File: src/rtl/bsg_source_sync_word_narrow.sv
// Narrows a wide core word into channel_width_p-bit beats on valid/ready,
// with back-to-back words streamed without an idle bubble.
module bsg_source_sync_word_narrow #(
  parameter int width_p         = 32,
  parameter int channel_width_p = 8,
  parameter int msb_first_p     = 0,
  localparam int els_lp         = width_p / channel_width_p,
  localparam int lg_els_lp      = (els_lp > 1) ? $clog2(els_lp) : 1
) (
  input  logic                       clk_i,
  input  logic                       reset_n_i,
  input  logic                       v_i,
  input  logic [width_p-1:0]         data_i,
  output logic                       ready_o,
  output logic                       v_o,
  output logic [channel_width_p-1:0] data_o,
  input  logic                       ready_i,
  output logic                       last_o,
  output logic [lg_els_lp-1:0]       beat_o
);

  if (((width_p % channel_width_p) != 0) || (els_lp < 2)) begin : g_bad_params
    $error("width_p must be a multiple of channel_width_p with at least 2 beats");
  end

  typedef enum logic {IDLE = 1'b0, SEND = 1'b1} state_e;

  state_e               state_q, state_d;
  logic [width_p-1:0]   word_q, word_d;
  logic [lg_els_lp-1:0] cnt_q, cnt_d;

  logic [els_lp-1:0][channel_width_p-1:0] slice_w;
  logic                                   last_w;

  // Beat order is fixed at elaboration, so the slice mux is just a rewiring.
  for (genvar i = 0; i < els_lp; i++) begin : g_slice
    localparam int src_lp = (msb_first_p != 0) ? (els_lp - 1 - i) : i;
    assign slice_w[i] = word_q[src_lp*channel_width_p +: channel_width_p];
  end

  assign last_w  = (state_q == SEND) && (cnt_q == lg_els_lp'(els_lp - 1));
  assign v_o     = (state_q == SEND);
  assign beat_o  = cnt_q;
  assign last_o  = last_w;
  assign data_o  = slice_w[cnt_q];
  // The next word is taken in the same cycle the last beat leaves.
  assign ready_o = reset_n_i & ((state_q == IDLE) | (last_w & ready_i));

  always_comb begin
    state_d = state_q;
    word_d  = word_q;
    cnt_d   = cnt_q;
    case (state_q)
      IDLE: begin
        if (v_i) begin
          word_d  = data_i;
          cnt_d   = '0;
          state_d = SEND;
        end
      end
      SEND: begin
        if (ready_i) begin
          if (last_w) begin
            cnt_d = '0;
            if (v_i) word_d  = data_i;
            else     state_d = IDLE;
          end else begin
            cnt_d = cnt_q + lg_els_lp'(1);
          end
        end
      end
      default: state_d = IDLE;
    endcase
  end

  always_ff @(posedge clk_i) begin
    if (!reset_n_i) begin
      state_q <= IDLE;
      word_q  <= '0;
      cnt_q   <= '0;
    end else begin
      state_q <= state_d;
      word_q  <= word_d;
      cnt_q   <= cnt_d;
    end
  end

endmodule

File: config.mk
export PLATFORM = sky130hd
export DESIGN_NAME = bsg_source_sync_word_narrow
export DESIGN_NICKNAME = d
export VERILOG_FILES = /design/src/rtl/bsg_source_sync_word_narrow.sv
export SDC_FILE = /design/constraint.sdc
export NUM_CORES = 1
export LEC_CHECK = 0
export BUFFER_PORTS_ARGS = -buffer_cell sky130_fd_sc_hd__buf_4
export CORE_UTILIZATION = 35
export CTS_CLUSTER_DIAMETER = 40
export CTS_CLUSTER_SIZE = 16
export DETAILED_ROUTE_END_ITERATION = 8
export GPL_ROUTABILITY_DRIVEN = 0
export PLACE_DENSITY = 0.68
export RECOVER_POWER = 100
export SETUP_SLACK_MARGIN = 0.05
export SLEW_MARGIN = 25
export SYNTH_ARGS = -nofsm -noshare
export SYNTH_HDL_FRONTEND = slang
export SYNTH_SLANG_ARGS = --single-unit
File: constraint.sdc
create_clock -name clk_i -period 1.5 [get_ports clk_i]
set_input_delay 0.3 -clock clk_i [delete_from_list [all_inputs] [get_ports clk_i]]
set_output_delay 0.3 -clock clk_i [all_outputs]
set_load 0.01 [all_outputs]
# Word-level counts from Yosys, hierarchy flattened
# Index checks and enable logic that the tools add are counted.
# Widths: inputs -> output; s select.
[op_classes]
bitwise_logic = 4
n_eq_ne = 4
n_mul = 0
shifts = 0
n_mux = 14
n_lt_le_gt_ge = 1
add_sub_neg = 1
div = 0
reduce_logical = 3
[op_table]
columns = ["op", "count"]
rows = [
  ["$mux 32", 3],
  ["$pmux 32 s2", 1],
  ["$bmux 8 s2", 1],
  ["$mux 8", 1],
  ["$mux 2", 3],
  ["$ne 2x2->1 const B", 2],
  ["$pmux 2 s2", 1],
  ["$reduce_and 2->1", 2],
  ["$lt 2x3->1 const B", 1],
  ["$mux 1", 3],
  ["$add 2x1->2 const B", 1],
  ["$and 1x1->1", 2],
  ["$eq 2x2->1 const B", 1],
  ["$ne 2x1->1 const B", 1],
  ["$pmux 1 s2", 1],
  ["$logic_and 1x1->1", 1],
  ["$not 1->1", 1],
  ["$or 1x1->1", 1],
]
[word_totals]
romBits = 0
regBits = 35
word_cells = 30
n_memories = 0
ramBits = 0
latch_bits = 0

# Logic depth before layout (Yosys ltp)
# Gate-level depths: netlist of run 1.
[logic_depth]
depth_word = 5
depth_mapped = 6
mapped_depth_nobuf = 4

# Worst setup path after synthesis of run 1
# OpenSTA, ideal clock, no wires.
[synth_timing]
path_kind = "reg-to-output"
startpoint = "register cnt_q[0], in the netlist beat_o[0]"
endpoint = "output port data_o[0]"
arrival_time_ns = 1.193
path_stages_with_launch = 3
path_buffers = 1
setup_slack_ns = 0.007
path_cell_list = "dfxtp_1 buf_2 mux4_2"
[synth_between]
elab_chain_len = 2
[synth_lines]
columns = ["item", "line", "rtl"]
rows = [
  ["start, declared", "30", "logic [lg_els_lp-1:0] cnt_q, cnt_d;"],
  ["start signal, assigned", "84", "cnt_q <= cnt_d;"],
  ["$bmux 8 s2", "45", "assign data_o = slice_w[cnt_q];"],
  ["$mux 8 (not written as such)", "45", ""],
  ["end, declared", "16", "output logic [channel_width_p-1:0] data_o,"],
]
# No other way between the ends. The select of a mux whose other input is x is not followed.

# Worst setup path after layout of run 1
[layout_timing]
startpoint = "register cnt_q[0], in the netlist beat_o[0]"
endpoint = "output port data_o[3]"
# The elaborated chain is that of the path after synthesis.

==> flow_summary.yaml, run 1 <==
sta:
  timing.final.max_slew_violations: 0
  finalHoldViolCount: 0
  clock-skew-final_ps: 3.80
  grt_setup_unrepaired: "true"
  max_clock_freq_mhz: 586
  final.setup.worst_slack_ps: -205
  max_slew.worst_pin.slew_ps: 339
  period_utilization_post_route: 1.14
  slew-limit-headroom: 0.774
  tns_ps: -1830
  final_count_of_negative_setup_slack_endpoints: 10
  period_minus_slack_ps: 1710
detailed_routing:
  vias: 1282
  detail_route.first_pass.iterations: 6
  totalWireLength_um: 3360
  routed_wire_length_per_instance_um: 12.3
  antenna_violating_nets_post_route: 0
  detail_route.iter0.violations: 70
  remaining_drc_errors: 4
  post_drt_via_cell_ratio: 4.71
synth:
  syn-instance-count: 165
  synth_top_family_by_area: "multiplexers"
  synth_enable_flop_cells: 0
  synth_fa_ha_area_frac: 0.00752
  yosys_most_used_dff: "sky130_fd_sc_hd__dfxtp_1"
  mappedNetlistNets: 202
  syn-cell-area_sq_um: 1660
  synthSimpleGateAreaFrac: 0.168
  async_reset_ff_frac: 0
  yosysSeqAreaShare: 0.421
  synth_warnings: 0
  synthesis.area_per_instance_sq_um: 10.1
  post_synth_mux_area_share: 0.307
  ys_ff_latch: 35
  synth-compound-area-share: 0.0263
  number_of_distinct_library_cell_variants_in_the_gate_level_netlist_after_synthesis: 18
  xor_xnor_share_of_the_synthesized_area: 0
cells_and_area:
  syn_to_final_growth_pct: 34.9
  final-seq-area_sq_um: 703
  multiInputGateArea_sq_um: 852
  number_of_diodes: 0
  finish.net_count: 256
  final_cell_area_sq_um: 2240
  final_layout_size_suffix_gt1_frac: 0.364
  fill_cell_total_of_the_finished_layout: 433
  layout.core_utilization: 0.502
  stdcell_count: 272
critical_path:
  startpoint_type: "flop"
  r2r_end: "slice_w[2]$_SDFFE_PN0P_"
  worst_setup_path_startpoint: "beat_o[0]$_SDFFE_PN0P_"
  endpoint_kind_of_the_worst_setup_timing_path: "output port"
  timing.reg2reg.worst_path_depth: 6
  arrival_time_of_data_at_the_critical_path_endpoint_ps: 1410
  worstPathRequired_ps: 1200
  r2r_slack_ps: 40
  crit_path_max_fanout: 4
  worstReg2RegStart: "beat_o[1]$_SDFFE_PN0P_"
  critPathKind: "reg2out"
grt:
  grt_antenna_before_repair: 0
  global_route.usage.total: 0.147
  grt.overflow.total: 0
  grt_first_pass_wirelength_um: 5730
  grt_max_degree: 38
  via_count_of_the_first_global_routing_pass: 1268
power:
  power.density_nw_per_um2: 991
  finalPower_w: 0.00222
  p_clk_frac: 0.386
  ir_drop_mv: 0.570
  static-leakage-power_nw: 0.998
  power.switching_fraction: 0.223
  internal-power_w: 0.00173
  power.sequential.fraction: 0.458
  netSwitchingPower_w: 0.000495
  comb_power_share: 0.156
placement:
  place.detailed.hpwl_um: 2490
  detailed_place.area_sq_um: 2070
  dp.cells: 262
  numPortBuffers: 48
clock_tree:
  holdBufCountCts: 0
  numClockSinks: 35
  clk_pin_slew_ps: 70
  cts-htree-levels: 2
  cts_root_buf: "sky130_fd_sc_hd__clkbuf_8"
  clock_tree_from_tritoncts: "built"
  clock_latency_of_the_later_clocked_register_in_the_worst_skew_pair_ps: 280
  cts_made_buffers: 5
  clock_tree.buffer_depth: 2
run_status:
  outcome: "finished with violations"
  failed_checks: "design-rule violations, negative setup slack"
die:
  core_sq_um: 4470
  initial_util: 0.372
  fp.dieArea_sq_um: 5030
  die_h_um: 71.0
  number_of_i_o_pins: 49
  fp-row-count: 24
  fp.dieW_um: 71.0
min_path:
  holdCritStartpoint: "v_i"
  worstHoldPathType: "in2reg"
  hold_path_end: "v_o$_SDFF_PN0_"
  worst_hold_path.num_cells: 2
job:
  timing.max_cap.violations: 0
-- flip-flops by register name, indices dropped and copies added (netlist names) --
signal and cells:
v_o 1, slice_w 32, beat_o 2
-- how the worst max path moves through the flow --
stage	endpoint	slack, ps	cells past startpoint
3_5_place_dp	data_o[2]	10	3
4_1_cts	data_o[3]	-220	3
5_1_grt	data_o[5]	-260	3
2_1_floorplan	data_o[0]	70	2
6_report	data_o[3]	-210	3
3_3_place_gp	data_o[2]	30	3
-- synthesized netlist by cell type (all sizes together), types with 2 or more instances --
cell,number,share of area
dfxtp,35,0.42
clkbuf,6,0.014
mux4,8,0.11
nor2b,3,0.013
nand2,64,0.14
mux2i,33,0.20
buf,8,0.056
a32oi,2,0.011
-- routing by layer --
metal	up-vias	share of wire	global-route usage
li1	661	-	-
met1	586	0.45	0.179
met2	33	0.49	0.247
met3	2	0.047	0.0385
met4	0	0.0080	0.0600
met5	-	0	0
-- cell usage in the layout, fill, tap and decap left out --
cell type	instances
sky130_fd_sc_hd__buf_6	13
sky130_fd_sc_hd__and2b_1	1
sky130_fd_sc_hd__and2_2	1
sky130_fd_sc_hd__nor2b_4	1
sky130_fd_sc_hd__dfxtp_2	2
sky130_fd_sc_hd__dfxtp_1	33
sky130_fd_sc_hd__nand2_1	64
sky130_fd_sc_hd__clkbuf_1	2
sky130_fd_sc_hd__mux4_2	8
sky130_fd_sc_hd__buf_8	1
sky130_fd_sc_hd__clkbuf_4	1
sky130_fd_sc_hd__a32oi_1	2
sky130_fd_sc_hd__nor2_1	1
sky130_fd_sc_hd__mux2i_1	33
sky130_fd_sc_hd__a21boi_4	1
sky130_fd_sc_hd__clkbuf_8	6
sky130_fd_sc_hd__ha_1	1
sky130_fd_sc_hd__nor2b_1	2
sky130_fd_sc_hd__clkinv_2	1
sky130_fd_sc_hd__buf_4	44
sky130_fd_sc_hd__o21a_1	1
sky130_fd_sc_hd__bufinv_16	1
-- critical path, cell delays in order (launching register included) --
cell,delay [ps]
sky130_fd_sc_hd__dfxtp_2,350
sky130_fd_sc_hd__buf_4,140
sky130_fd_sc_hd__mux4_2,480
sky130_fd_sc_hd__buf_4,160
-- stage by stage --
step	hold WS, ps	setup WS [ps]
final	257	-205
after global routing	253	-264
after CTS	248	-222
after detailed placement	449	14.1
after global placement	440	33.5
after floorplan	424	74.3
-- cells by family after synthesis --
kind of cell	after synthesis
AND/OR/NAND/NOR	70
AO/OA/AOI/OAI	4
flip-flops	35
multiplexers	41
adder cells (fa/ha/maj)	1
buffers and inverters	14
-- area by class of cell --
| cell class | instances | share of cell area |
|---|---|---|
| clock buffers | 6 | 0.0368 |
| clock inverters | 2 | 0.0156 |
| multi-input cells | 116 | 0.380 |
| flip-flops and latches | 35 | 0.313 |
| well taps | 52 | 0.0290 |
| repair buffers | 61 | 0.226 |
-- power groups by stage --
| stage | logic [W] | registers [W] | clock network (W) |
|---|---|---|---|
| finish | 0.000347 | 0.00102 | 0.000858 |
| global route | 0.000379 | 0.00102 | 0.000932 |
| CTS | 0.000360 | 0.00102 | 0.000876 |
| detailed placement | 0.000335 | 0.00104 | 0 |
| global placement | 0.000331 | 0.00104 | 0 |
| floorplan | 0.000213 | 0.00103 | 0 |
-- repair_timing --
item	in CTS	in global routing
pin swaps	1	0
endpoints found under the hold margin	0	0
setup endpoints to repair	10	40
resized for setup	16	1
buffers inserted	3	0
Note: power is estimated with default switching activity, not from simulation.
==> inputs of run 2 (changes only) <==
--- a/config.mk
+++ b/config.mk
@@ -7,10 +7,12 @@
 export LEC_CHECK = 0
 export BUFFER_PORTS_ARGS = -buffer_cell sky130_fd_sc_hd__buf_4
 export CORE_UTILIZATION = 35
+export CTS_BUF_LIST = sky130_fd_sc_hd__clkbuf_8
 export CTS_CLUSTER_DIAMETER = 40
 export CTS_CLUSTER_SIZE = 16
 export DETAILED_ROUTE_END_ITERATION = 8
 export GPL_ROUTABILITY_DRIVEN = 0
+export MAX_ROUTING_LAYER = met4
 export PLACE_DENSITY = 0.68
 export RECOVER_POWER = 100
 export SETUP_SLACK_MARGIN = 0.05
==> run 2 against run 1 <==
  * The run still ends with design-rule violations, negative setup slack left
  * Non-clock buffer count unchanged
  * Count of clock-buffer cells in the layout unchanged
  * Clock power about the same
  * Setup slack worse by 3.2 ps
  * Register-to-register slack about the same
==> flow_summary.yaml, run 2 (synthesis results as in run 1) <==
detailed_routing:
  remaining_drc_errors: 4
  detail_route.iter0.violations: 63
  totalWireLength_um: 3370
  detail_route.first_pass.iterations: 6
  post_drt_via_cell_ratio: 4.71
  vias: 1280
  antenna_violating_nets_post_route: 0
  routed_wire_length_per_instance_um: 12.4
sta:
  finalHoldViolCount: 0
  max_slew.worst_pin.slew_ps: 338
  final.setup.worst_slack_ps: -209
  period_minus_slack_ps: 1710
  max_clock_freq_mhz: 585
  tns_ps: -1850
  clock-skew-final_ps: 4.07
  slew-limit-headroom: 0.775
  grt_setup_unrepaired: "true"
  timing.final.max_slew_violations: 0
  final_count_of_negative_setup_slack_endpoints: 10
  period_utilization_post_route: 1.14
critical_path:
  critical-path-top-delay-family: "multiplexers"
  cp_slowest_stage_delay_ps: 480
  crit_path_max_fanout: 4
  critPathKind: "reg2out"
  most_prevalent_standard_cell_on_the_critical_path: "sky130_fd_sc_hd__buf_4"
  endpoint_kind_of_the_worst_setup_timing_path: "output port"
  worstPathRequired_ps: 1200
  critical_path_buf_inv_count: 2
  cp_slowest_cell: "sky130_fd_sc_hd__mux4_2"
  arrival_time_of_data_at_the_critical_path_endpoint_ps: 1410
  worstPathCellList: "buf_4 > mux4_2 > buf_4"
  startpoint_type: "flop"
cells_and_area:
  fill_cell_total_of_the_finished_layout: 433
  stdcell_count: 272
  largest_register_ffs: 32
  mostFrequentLayoutCells: "64 x sky130_fd_sc_hd__nand2_1, 44 x sky130_fd_sc_hd__buf_4, 33 x sky130_fd_sc_hd__mux2i_1, 33 x sky130_fd_sc_hd__dfxtp_1, 13 x sky130_fd_sc_hd__buf_6"
  finish.net_count: 256
  final_common_cell: "sky130_fd_sc_hd__nand2_1"
  final_layout_size_suffix_gt1_frac: 0.364
  syn_to_final_growth_pct: 34.9
  number_of_diodes: 0
clock_tree:
  cts_root_buf: "sky130_fd_sc_hd__clkbuf_8"
  cts_made_buffers: 5
  cts-htree-levels: 2
  clock_tree.buffer_depth: 2
  numClockSinks: 35
  clock_tree_from_tritoncts: "built"
  clock_latency_of_the_later_clocked_register_in_the_worst_skew_pair_ps: 280
  clk_pin_slew_ps: 60
grt:
  global_route.usage.total: 0.151
  grt_antenna_before_repair: 0
  via_count_of_the_first_global_routing_pass: 1270
  grt_first_pass_wirelength_um: 5730
  grt_max_degree: 38
  grt.overflow.total: 0
power:
  static-leakage-power_nw: 0.998
  ir_drop_mv: 0.572
  power.density_nw_per_um2: 991
die:
  die_h_um: 71.0
  fp.dieW_um: 71.0
  core_sq_um: 4470
  initial_util: 0.372
  fp-row-count: 24
  fp.dieArea_sq_um: 5030
  number_of_i_o_pins: 49
placement:
  numPortBuffers: 48
  dp.cells: 262
  place.detailed.hpwl_um: 2490
  placement.setup.worst_slack_ps: 14.1
min_path:
  worstHoldPathType: "in2reg"
run_status:
  failed_checks: "design-rule violations, negative setup slack"
  outcome: "finished with violations"
job:
  timing.max_cap.violations: 0
==> run 2: cell counts in the layout (fill, tap and decap cells not counted) <==
Identical to the previous run, type by type.
==> run 2: path summary, 6_finish.rpt <==
kind                                start                 endpoint  slack (ps)  depth (start not counted)
setup / recovery   beat_o[0]$_SDFFE_PN0P_                data_o[3]        -210                          3
hold / removal                        v_i           v_o$_SDFF_PN0_         260                          2
setup reg to reg   beat_o[1]$_SDFFE_PN0P_  slice_w[2]$_SDFFE_PN0P_          30                          6
hold reg to reg   slice_w[1]$_SDFFE_PN0P_  slice_w[1]$_SDFFE_PN0P_         460                          2
==> run 2: power breakdown <==
part / switching [W] / internal [W] / total [W]
registers: 0.0000307 / 0.000988 / 0.00102
clock network: 0.000322 / 0.000537 / 0.000859
logic: 0.000144 / 0.000204 / 0.000347
total: 0.000497 / 0.00173 / 0.00223
==> run 2: repair_timing <==
item                                    CTS  global route
endpoints found under the setup margin   10            40
pin swaps                                 1             0
hold buffers                              0             0
buffers inserted                          3             0
gates resized for setup                  16             1
==> run 2: metal layers <==
layer / track usage / routed length (um)
met5: - / 0
met4: 0.0600 / 46
met3: 0.0385 / 157
met2: 0.247 / 1640
met1: 0.179 / 1530
==> run 2: final cells by class <==
cell class | count | area [sq um] | share of cell area
Tap cell | 52 | 65.1 | 0.0290
Timing Repair Buffer | 61 | 507 | 0.226
Clock buffer | 6 | 82.6 | 0.0368
Clock inverter | 2 | 35.0 | 0.0156
Multi-Input combinational cell | 116 | 852 | 0.380
Sequential cell | 35 | 703 | 0.313
==> run 2: per-stage QoR <==
stage | hold slack, ps | power [W] | instance area, sq um | util
after global routing | 253 | 0.00234 | 2240 | 0.502
after global placement | 440 | 0.00137 | 2070 | 0.463
after CTS | 248 | 0.00226 | 2270 | 0.507
after detailed placement | 449 | 0.00137 | 2070 | 0.463
after floorplan | 424 | 0.00124 | 1670 | -
final | 256 | 0.00223 | 2240 | 0.502
